$ cat config.mk
export PLATFORM = sky130hd
export DESIGN_NAME = ls27_pin_tester
export DESIGN_NICKNAME = d
export VERILOG_FILES = /design/src/rtl/ls27_pin_tester.sv
export SDC_FILE = /design/constraint.sdc
export NUM_CORES = 1
export LEC_CHECK = 0
export BUFFER_PORTS_ARGS = -buffer_cell sky130_fd_sc_hd__clkbuf_2
export CELL_PAD_IN_SITES_DETAIL_PLACEMENT = 0
export CELL_PAD_IN_SITES_GLOBAL_PLACEMENT = 1
export CORE_UTILIZATION = 36
export DETAILED_ROUTE_END_ITERATION = 12
export PLACE_DENSITY = 0.77
export REMOVE_ABC_BUFFERS = 1
export SETUP_SLACK_MARGIN = 0.3
export SLEW_MARGIN = 10
export SYNTH_ARGS = -nofsm -noshare
export SYNTH_HDL_FRONTEND = slang
export SYNTH_SLANG_ARGS = --single-unit
$ cat constraint.sdc
create_clock -name clk -period 2.6 [get_ports clk]
set_input_delay 0.78 -clock clk [delete_from_list [all_inputs] [get_ports clk]]
set_output_delay 0.78 -clock clk [all_outputs]
set_load 0.05 [all_outputs]
$ cat src/rtl/ls27_pin_tester.sv
// ---------------------------------------------------------------------------
// ls27_pin_tester
//
// Exerciser for a triple 3-input NOR package. It sweeps every combination of
// the nine gate inputs, waits a programmable settle time per vector, and
// compares each of the three gate outputs against the expected NOR. At the end
// of a sweep it reports pass/fail, which gates failed, how many vectors failed
// and the index of the first failing vector.
//
// Parameters:
//   SETTLE_CYCLES - cycles each vector is held before sampling (>= 3, to cover
//                   the 2-flop synchronizer plus margin)
//   ERR_W         - width of o_err_count (>= 10 so 512 failures fit)
//
// Ports:
//   clk              in   system clock, rising edge
//   rst_n            in   asynchronous active-low reset
//   i_start          in   begin a sweep; only looked at while idle
//   o_a1..o_c3       out  drive pins to the gate inputs (registered from vec)
//   i_y1..i_y3       in   gate outputs, asynchronous to clk
//   o_busy           out  sweep in progress
//   o_done           out  sweep finished; held until the next accepted start
//   o_pass           out  valid with o_done: no mismatch on any vector
//   o_fail_mask      out  bit k-1 set if gate k mismatched on any vector
//   o_err_count      out  number of vectors with at least one mismatch
//   o_first_fail_vec out  vector index of the first mismatching vector
// ---------------------------------------------------------------------------
module ls27_pin_tester #(
    parameter int SETTLE_CYCLES = 4,
    parameter int ERR_W         = 10
) (
    input  logic             clk,
    input  logic             rst_n,
    input  logic             i_start,
    output logic             o_a1,
    output logic             o_b1,
    output logic             o_c1,
    output logic             o_a2,
    output logic             o_b2,
    output logic             o_c2,
    output logic             o_a3,
    output logic             o_b3,
    output logic             o_c3,
    input  logic             i_y1,
    input  logic             i_y2,
    input  logic             i_y3,
    output logic             o_busy,
    output logic             o_done,
    output logic             o_pass,
    output logic [2:0]       o_fail_mask,
    output logic [ERR_W-1:0] o_err_count,
    output logic [8:0]       o_first_fail_vec
);

    localparam int CNT_W = ($clog2(SETTLE_CYCLES) > 0) ? $clog2(SETTLE_CYCLES) : 1;
    localparam logic [CNT_W-1:0] CNT_LAST = CNT_W'(SETTLE_CYCLES - 1);

    typedef enum logic [1:0] {
        S_IDLE   = 2'd0,
        S_SETTLE = 2'd1,
        S_CHECK  = 2'd2
    } state_t;

    state_t           r_state;
    logic [8:0]       r_vec;
    logic [CNT_W-1:0] r_cnt;
    logic [2:0]       r_sync1;
    logic [2:0]       r_sync2;
    logic             r_busy;
    logic             r_done;
    logic             r_pass;
    logic [2:0]       r_fail_mask;
    logic [ERR_W-1:0] r_err_count;
    logic [8:0]       r_first_fail_vec;

    logic [2:0]       w_exp;
    logic [2:0]       w_mism;

    // Expected output of gate k+1 is the NOR of its three pins, taken from
    // the vector currently being driven.
    genvar gi;
    generate
        for (gi = 0; gi < 3; gi++) begin : g_exp
            assign w_exp[gi] = ~(|r_vec[3*gi +: 3]);
        end
    endgenerate

    // Only the second synchronizer stage is compared; the first may be
    // metastable when a gate output changes near a clock edge.
    assign w_mism = r_sync2 ^ w_exp;

    // Pins come straight from the vector register, so they are glitch-free.
    assign o_a1 = r_vec[0];
    assign o_b1 = r_vec[1];
    assign o_c1 = r_vec[2];
    assign o_a2 = r_vec[3];
    assign o_b2 = r_vec[4];
    assign o_c2 = r_vec[5];
    assign o_a3 = r_vec[6];
    assign o_b3 = r_vec[7];
    assign o_c3 = r_vec[8];

    assign o_busy           = r_busy;
    assign o_done           = r_done;
    assign o_pass           = r_pass;
    assign o_fail_mask      = r_fail_mask;
    assign o_err_count      = r_err_count;
    assign o_first_fail_vec = r_first_fail_vec;

    always_ff @(posedge clk or negedge rst_n) begin
        if (!rst_n) begin
            r_state          <= S_IDLE;
            r_vec            <= '0;
            r_cnt            <= '0;
            r_sync1          <= '0;
            r_sync2          <= '0;
            r_busy           <= 1'b0;
            r_done           <= 1'b0;
            r_pass           <= 1'b0;
            r_fail_mask      <= '0;
            r_err_count      <= '0;
            r_first_fail_vec <= '0;
        end else begin
            r_sync1 <= {i_y3, i_y2, i_y1};
            r_sync2 <= r_sync1;

            case (r_state)
                S_IDLE: begin
                    if (i_start) begin
                        r_vec            <= '0;
                        r_cnt            <= '0;
                        r_fail_mask      <= '0;
                        r_err_count      <= '0;
                        r_first_fail_vec <= '0;
                        r_done           <= 1'b0;
                        r_pass           <= 1'b0;
                        r_busy           <= 1'b1;
                        r_state          <= S_SETTLE;
                    end
                end

                S_SETTLE: begin
                    if (r_cnt == CNT_LAST) begin
                        r_state <= S_CHECK;
                    end else begin
                        r_cnt <= r_cnt + CNT_W'(1);
                    end
                end

                S_CHECK: begin
                    r_fail_mask <= r_fail_mask | w_mism;
                    if (|w_mism) begin
                        r_err_count <= r_err_count + ERR_W'(1);
                        // First failure: the count is still zero before
                        // this vector's increment lands.
                        if (r_err_count == '0) begin
                            r_first_fail_vec <= r_vec;
                        end
                    end
                    if (r_vec == 9'h1FF) begin
                        // Last vector: pins stay at 511 until next start.
                        r_busy  <= 1'b0;
                        r_done  <= 1'b1;
                        r_pass  <= (w_mism == 3'b000) && (r_err_count == '0);
                        r_state <= S_IDLE;
                    end else begin
                        r_vec   <= r_vec + 9'd1;
                        r_cnt   <= '0;
                        r_state <= S_SETTLE;
                    end
                end

                default: begin
                    r_state <= S_IDLE;
                end
            endcase
        end
    end

endmodule

# Word level (Yosys, flattened, before mapping)
# Index checks and enable logic that the tools add are counted.
# classes
n_bitwise	5
muxes	27
n_reduce_logical	17
eq_ne	11
addsub	3
# op_table
op	count
two-way mux 9 bit	4
one-hot mux 9 bit (2 select lines)	2
two-way mux 10 bit	2
one-hot mux 10 bit (2 select lines)	1
inequality test 2 bit, second input constant	7
one-hot mux 2 bit (3 select lines)	2
OR reduction 3 bit	4
adder 10 x 1 -> 10 bit, second input constant	1
logical NOT 10 bit	1
two-way mux 2 bit	5
adder 9 x 1 -> 9 bit, second input constant	1
equality test 9 bit, second input constant	1
AND reduction 3 bit	3
AND reduction 4 bit	2
two-way mux 1 bit	6
one-hot mux 1 bit (2 select lines)	3
one-hot mux 3 bit (2 select lines)	1
equality test 2 bit, second input constant	2
AND reduction 2 bit	2
logical NOT 3 bit	1
two-way mux 3 bit	1
NOT 1 bit	3
bitwise OR 3 bit	1
nonzero test 3 bit	1
other kinds (6)	6
# word_totals
register_bits	44
output_inout_bits	34
in_bits	6
wordCells	74

# Longest topological paths before layout
# depth
depth_word	7
depth_mapped	9
ltp_nobuf	8

# Worst setup path after synthesis
# No wires, ideal clock.
# synth_path
path_kind	reg-to-reg
from	reg r_vec[4]
to	reg r_first_fail_vec[0] (netlist: o_first_fail_vec[0])
period_less_slack_ps	2239
stages_incl_launch_ff	8
setup_slack_ps	361
required_time_ps	2521
t_arrival_ps	2159
setup_time_ps	79
path_buffers	3
cell_sequence	dfrtp_1 -> buf_6 -> o31a_1 -> or4_1 -> buf_2 -> o211ai_2 -> buf_6 -> mux2i_1
# synth_via
elab_chain_cells	6
# synth_lines
element	line	rtl
start, declared	65	logic [8:0] r_vec;
start signal, assigned	167	r_vec <= r_vec + 9'd1;
OR reduction 3 bit	84	assign w_exp[gi] = ~(|r_vec[3*gi +: 3]);
NOT 1 bit	84	
bitwise XOR 3 bit	90	assign w_mism = r_sync2 ^ w_exp;
OR reduction 3 bit	152	if (|w_mism) begin
inequality test 2 bit (no line)	-	
AND reduction 4 bit (no line)	-	
end signal, assigned	157	r_first_fail_vec <= r_vec;
end, declared	74	logic [8:0] r_first_fail_vec;
# No other way between the ends.
# A chain may end at the register's enable or synchronous reset.

# Final worst setup path
# layout_path
from	reg r_vec[6]
to	reg r_first_fail_vec[5] (netlist: o_first_fail_vec[5])
# The elaborated chain is that of the path after synthesis.

==> reports/results.tsv <==
stage	metric	value	unit
power	total power	1.82	mW
yosys	Async S/R FF share, synth	100	%
yosys	Syn Std Cell Area	2200	µm²
setup_path	CP Max Fanout	9	
floorplan	Die X	80.1	µm
cts	Num CTS Buffers	5	
yosys	Seq/Total Area, Yosys	50.1	%
floorplan	die area	6420	µm²
sta	Period minus WS final	2.11	ns
yosys	EDFF count, synth	0	
drt	via count	1781	
drt	Final ANT Viol Nets	0	
drt	DRC Markers	0	
setup_path	Slowest-stage cell, CP	or4_4	
sta	Slew Limit Headroom	52.7	%
global_routing	initial antenna violation count	0	
global_routing	GR Overflow Total	0	
yosys	area share of the largest cell type after synthesis	50.1	%
final_layout	Area growth, synth to finish	18.0	%
setup_path	nature of the critical path endpoint	register	
setup_path	CP Launch Type	register	
floorplan	Die H	80.1	µm
yosys	Area contributors post-synth	dfrtp_1 (50%), mux2i_1 (6.4%), nand2_1 (6.3%)	
setup_path	Critical Path AT	2.33	ns
setup_path	worst path required time	2.82	ns
sta	Max Slew Vio Count	0	
yosys	Post-Synthesis Cells	222	
power	PD cells	702	nW/µm²
yosys	count of cell types in the netlist	43	
cts	H-tree levels	2	
final_layout	share of cells above drive strength 1	22.2	%
yosys	yosys warns	0	
worst_hold_path	Hold Crit Class	register to register	
sta	Worst-Margin Slew	0.707	ns
status	status	complete, no violations	
sta	RSZ-0062 raised after global routing	false	
cts	clock root buffer	clkbuf_8	
floorplan	Initial Util	37.3	%
sta	setup TNS	0	ns
yosys	main flop type after synthesis	dfrtp_1	
sta	f_max	0.473	GHz
final_layout	fin nets	278	
sta	period utilization	81.2	%
setup_path	largest stage delay on the critical path	0.63	ns
power	peak supply drop	0.288	mV
global_routing	first-pass GRT wire length	8500	µm
yosys	most numerous cell in the Yosys netlist	dfrtp_1	
worst_hold_path	worst hold start	r_sync1[1]	
floorplan	# IOs	40	
cts	CTS tree	yes	
placement	number of I/O port buffers	39	
cts	clk sinks	44	
global_routing	All-Layer GR Usage	17.2	%
setup_path	R2R Path Start	r_vec[6]	
sta	# setup viols final	0	
floorplan	Rows	28	
drt	average wire per standard cell	14.8	µm
cts	clock-pin slew on the worst setup and hold paths	0.08	ns
yosys	Commonest cells post-synth	dfrtp_1 (44), nand2_1 (37), inv_1 (17)	
yosys	syn avg cell area	9.89	µm²
setup_path	Critical Path Start	r_vec[6]	
setup_path	worst path cell trace	o31a_1 > or4_4 > o211ai_2 > buf_4 > mux2i_1	
drt	routed wire length	5050	µm
sta	Hold WS	0.353	ns
global_routing	number of global-route vias before repair	1745	
placement	DP HPWL	3650	µm
final_layout	Antenna Diode Count	0	
cts	CTS Buffer Depth	2	
sta	Setup Skew	0.00202	ns
cts	hold buffers post-CTS	0	
sta	Final Hold Fails	0	
yosys	flops & latches, synth	44	
floorplan	Core ar.	5890	µm²
cts	later-pin clock latency in the skew report	0.30	ns
drt	vias per cell	5.22	
drt	DR pass1 iterations	4	
placement	routability congestion estimate	0.752	
drt	1st-iter DRT viols	116	
setup_path	WS Path Type	register to register	
yosys	largest area contributor in the netlist	dfrtp_1	
flow_run	max-cap violation count	0	
power	leak pwr	1.26	nW
global_routing	largest net degree at the start of global routing	21	
-- layer usage --
layer	up-vias	routed length (µm)	global-route usage (%)
met4	0	72	5.54
met1	861	2380	22.9
met2	49	2380	27.9
li1	866	-	-
met5	-	0	0
met3	5	223	3.52
-- sequential cells by signal (all words and copies together), names as in the netlist --
signal,flops
o_busy,1
o_pass,1
o_err_count,10
o_first_fail_vec,9
r_cnt,2
r_sync2,3
o_fail_mask,3
r_sync1,3
r_state,2
r_vec,9
o_done,1
-- final cells by class --
| class | instances | area (µm²) |
|---|---|---|
| tap | 75 | 93.8 |
| timing repair buffer | 47 | 255 |
| clock inverter | 1 | 7.51 |
| inverter | 17 | 63.8 |
| sequential | 44 | 1100 |
| clock buffer | 7 | 86.3 |
| multi-input combinational | 150 | 983 |
| fill | 604 | 3290 |
-- metrics by stage --
step / utilization [%] / std cells / worst slack (ns) / area (µm²)
floorplan: - / 211 / 0.176 / 2140
global placement: 42.2 / 333 / 0.371 / 2490
detailed placement: 42.2 / 333 / 0.308 / 2490
CTS: 43.8 / 341 / 0.313 / 2580
global route: 44.0 / 341 / 0.369 / 2590
finish: 44.0 / 341 / 0.488 / 2590
-- path summary, 6_finish.rpt --
check,to,slack (ns),depth (start not counted)
setup / recovery,o_first_fail_vec[5],0.49,5
hold / removal,r_sync2[1],0.35,0
setup reg to reg,o_first_fail_vec[5],0.49,5
hold reg to reg,r_sync2[1],0.35,0
max in group asynchronous,o_err_count[5],1.57,2
min in group asynchronous,o_err_count[6],0.43,1
-- what timing repair did --
| action | 4_1_cts | 5_1_grt |
|---|---|---|
| hold endpoints to repair | 0 | 0 |
| setup endpoints to repair | 0 | 12 |
| resized for setup | 0 | 2 |
| buffers inserted | 0 | 0 |
-- logic make-up (layout without fill, tap and decap cells) --
kind of cell	after synthesis	count (layout)	synth area share (%)
AOI/OAI and AO/OA	38	38	12.3
and+or+nand+nor	83	83	18.5
DFF	44	44	50.1
buffers and inverters	28	72	5.58
xor gates and xnor gates	8	8	3.19
adders and majority gates	7	7	3.99
muxes	14	14	6.38
-- worst max-delay path: cells and delay by family (launching register included) --
kind	cells	cell delay, ns
buf+inv	1	0.23
simple gates	1	0.63
compound gates	2	0.50
mux	1	0.21
flops	1	0.46
-- power by group --
| group | internal [mW] | switching (mW) | total, mW |
|---|---|---|---|
| combinational | 0.162 | 0.382 | 0.545 |
| clock | 0.216 | 0.234 | 0.450 |
| sequential | 0.748 | 0.0773 | 0.825 |
| total | 1.13 | 0.694 | 1.82 |
-- cells in the final DEF (no fill, tap or decap), drive strengths merged, types with 8 or more instances in the layout --
master,instances
buf,8
clkbuf,46
dfrtp,44
inv,17
mux2i,14
nand2,37
nor2,10
nor4,8
o21ai,11
No activity file was read; power rests on OpenSTA's default activity.
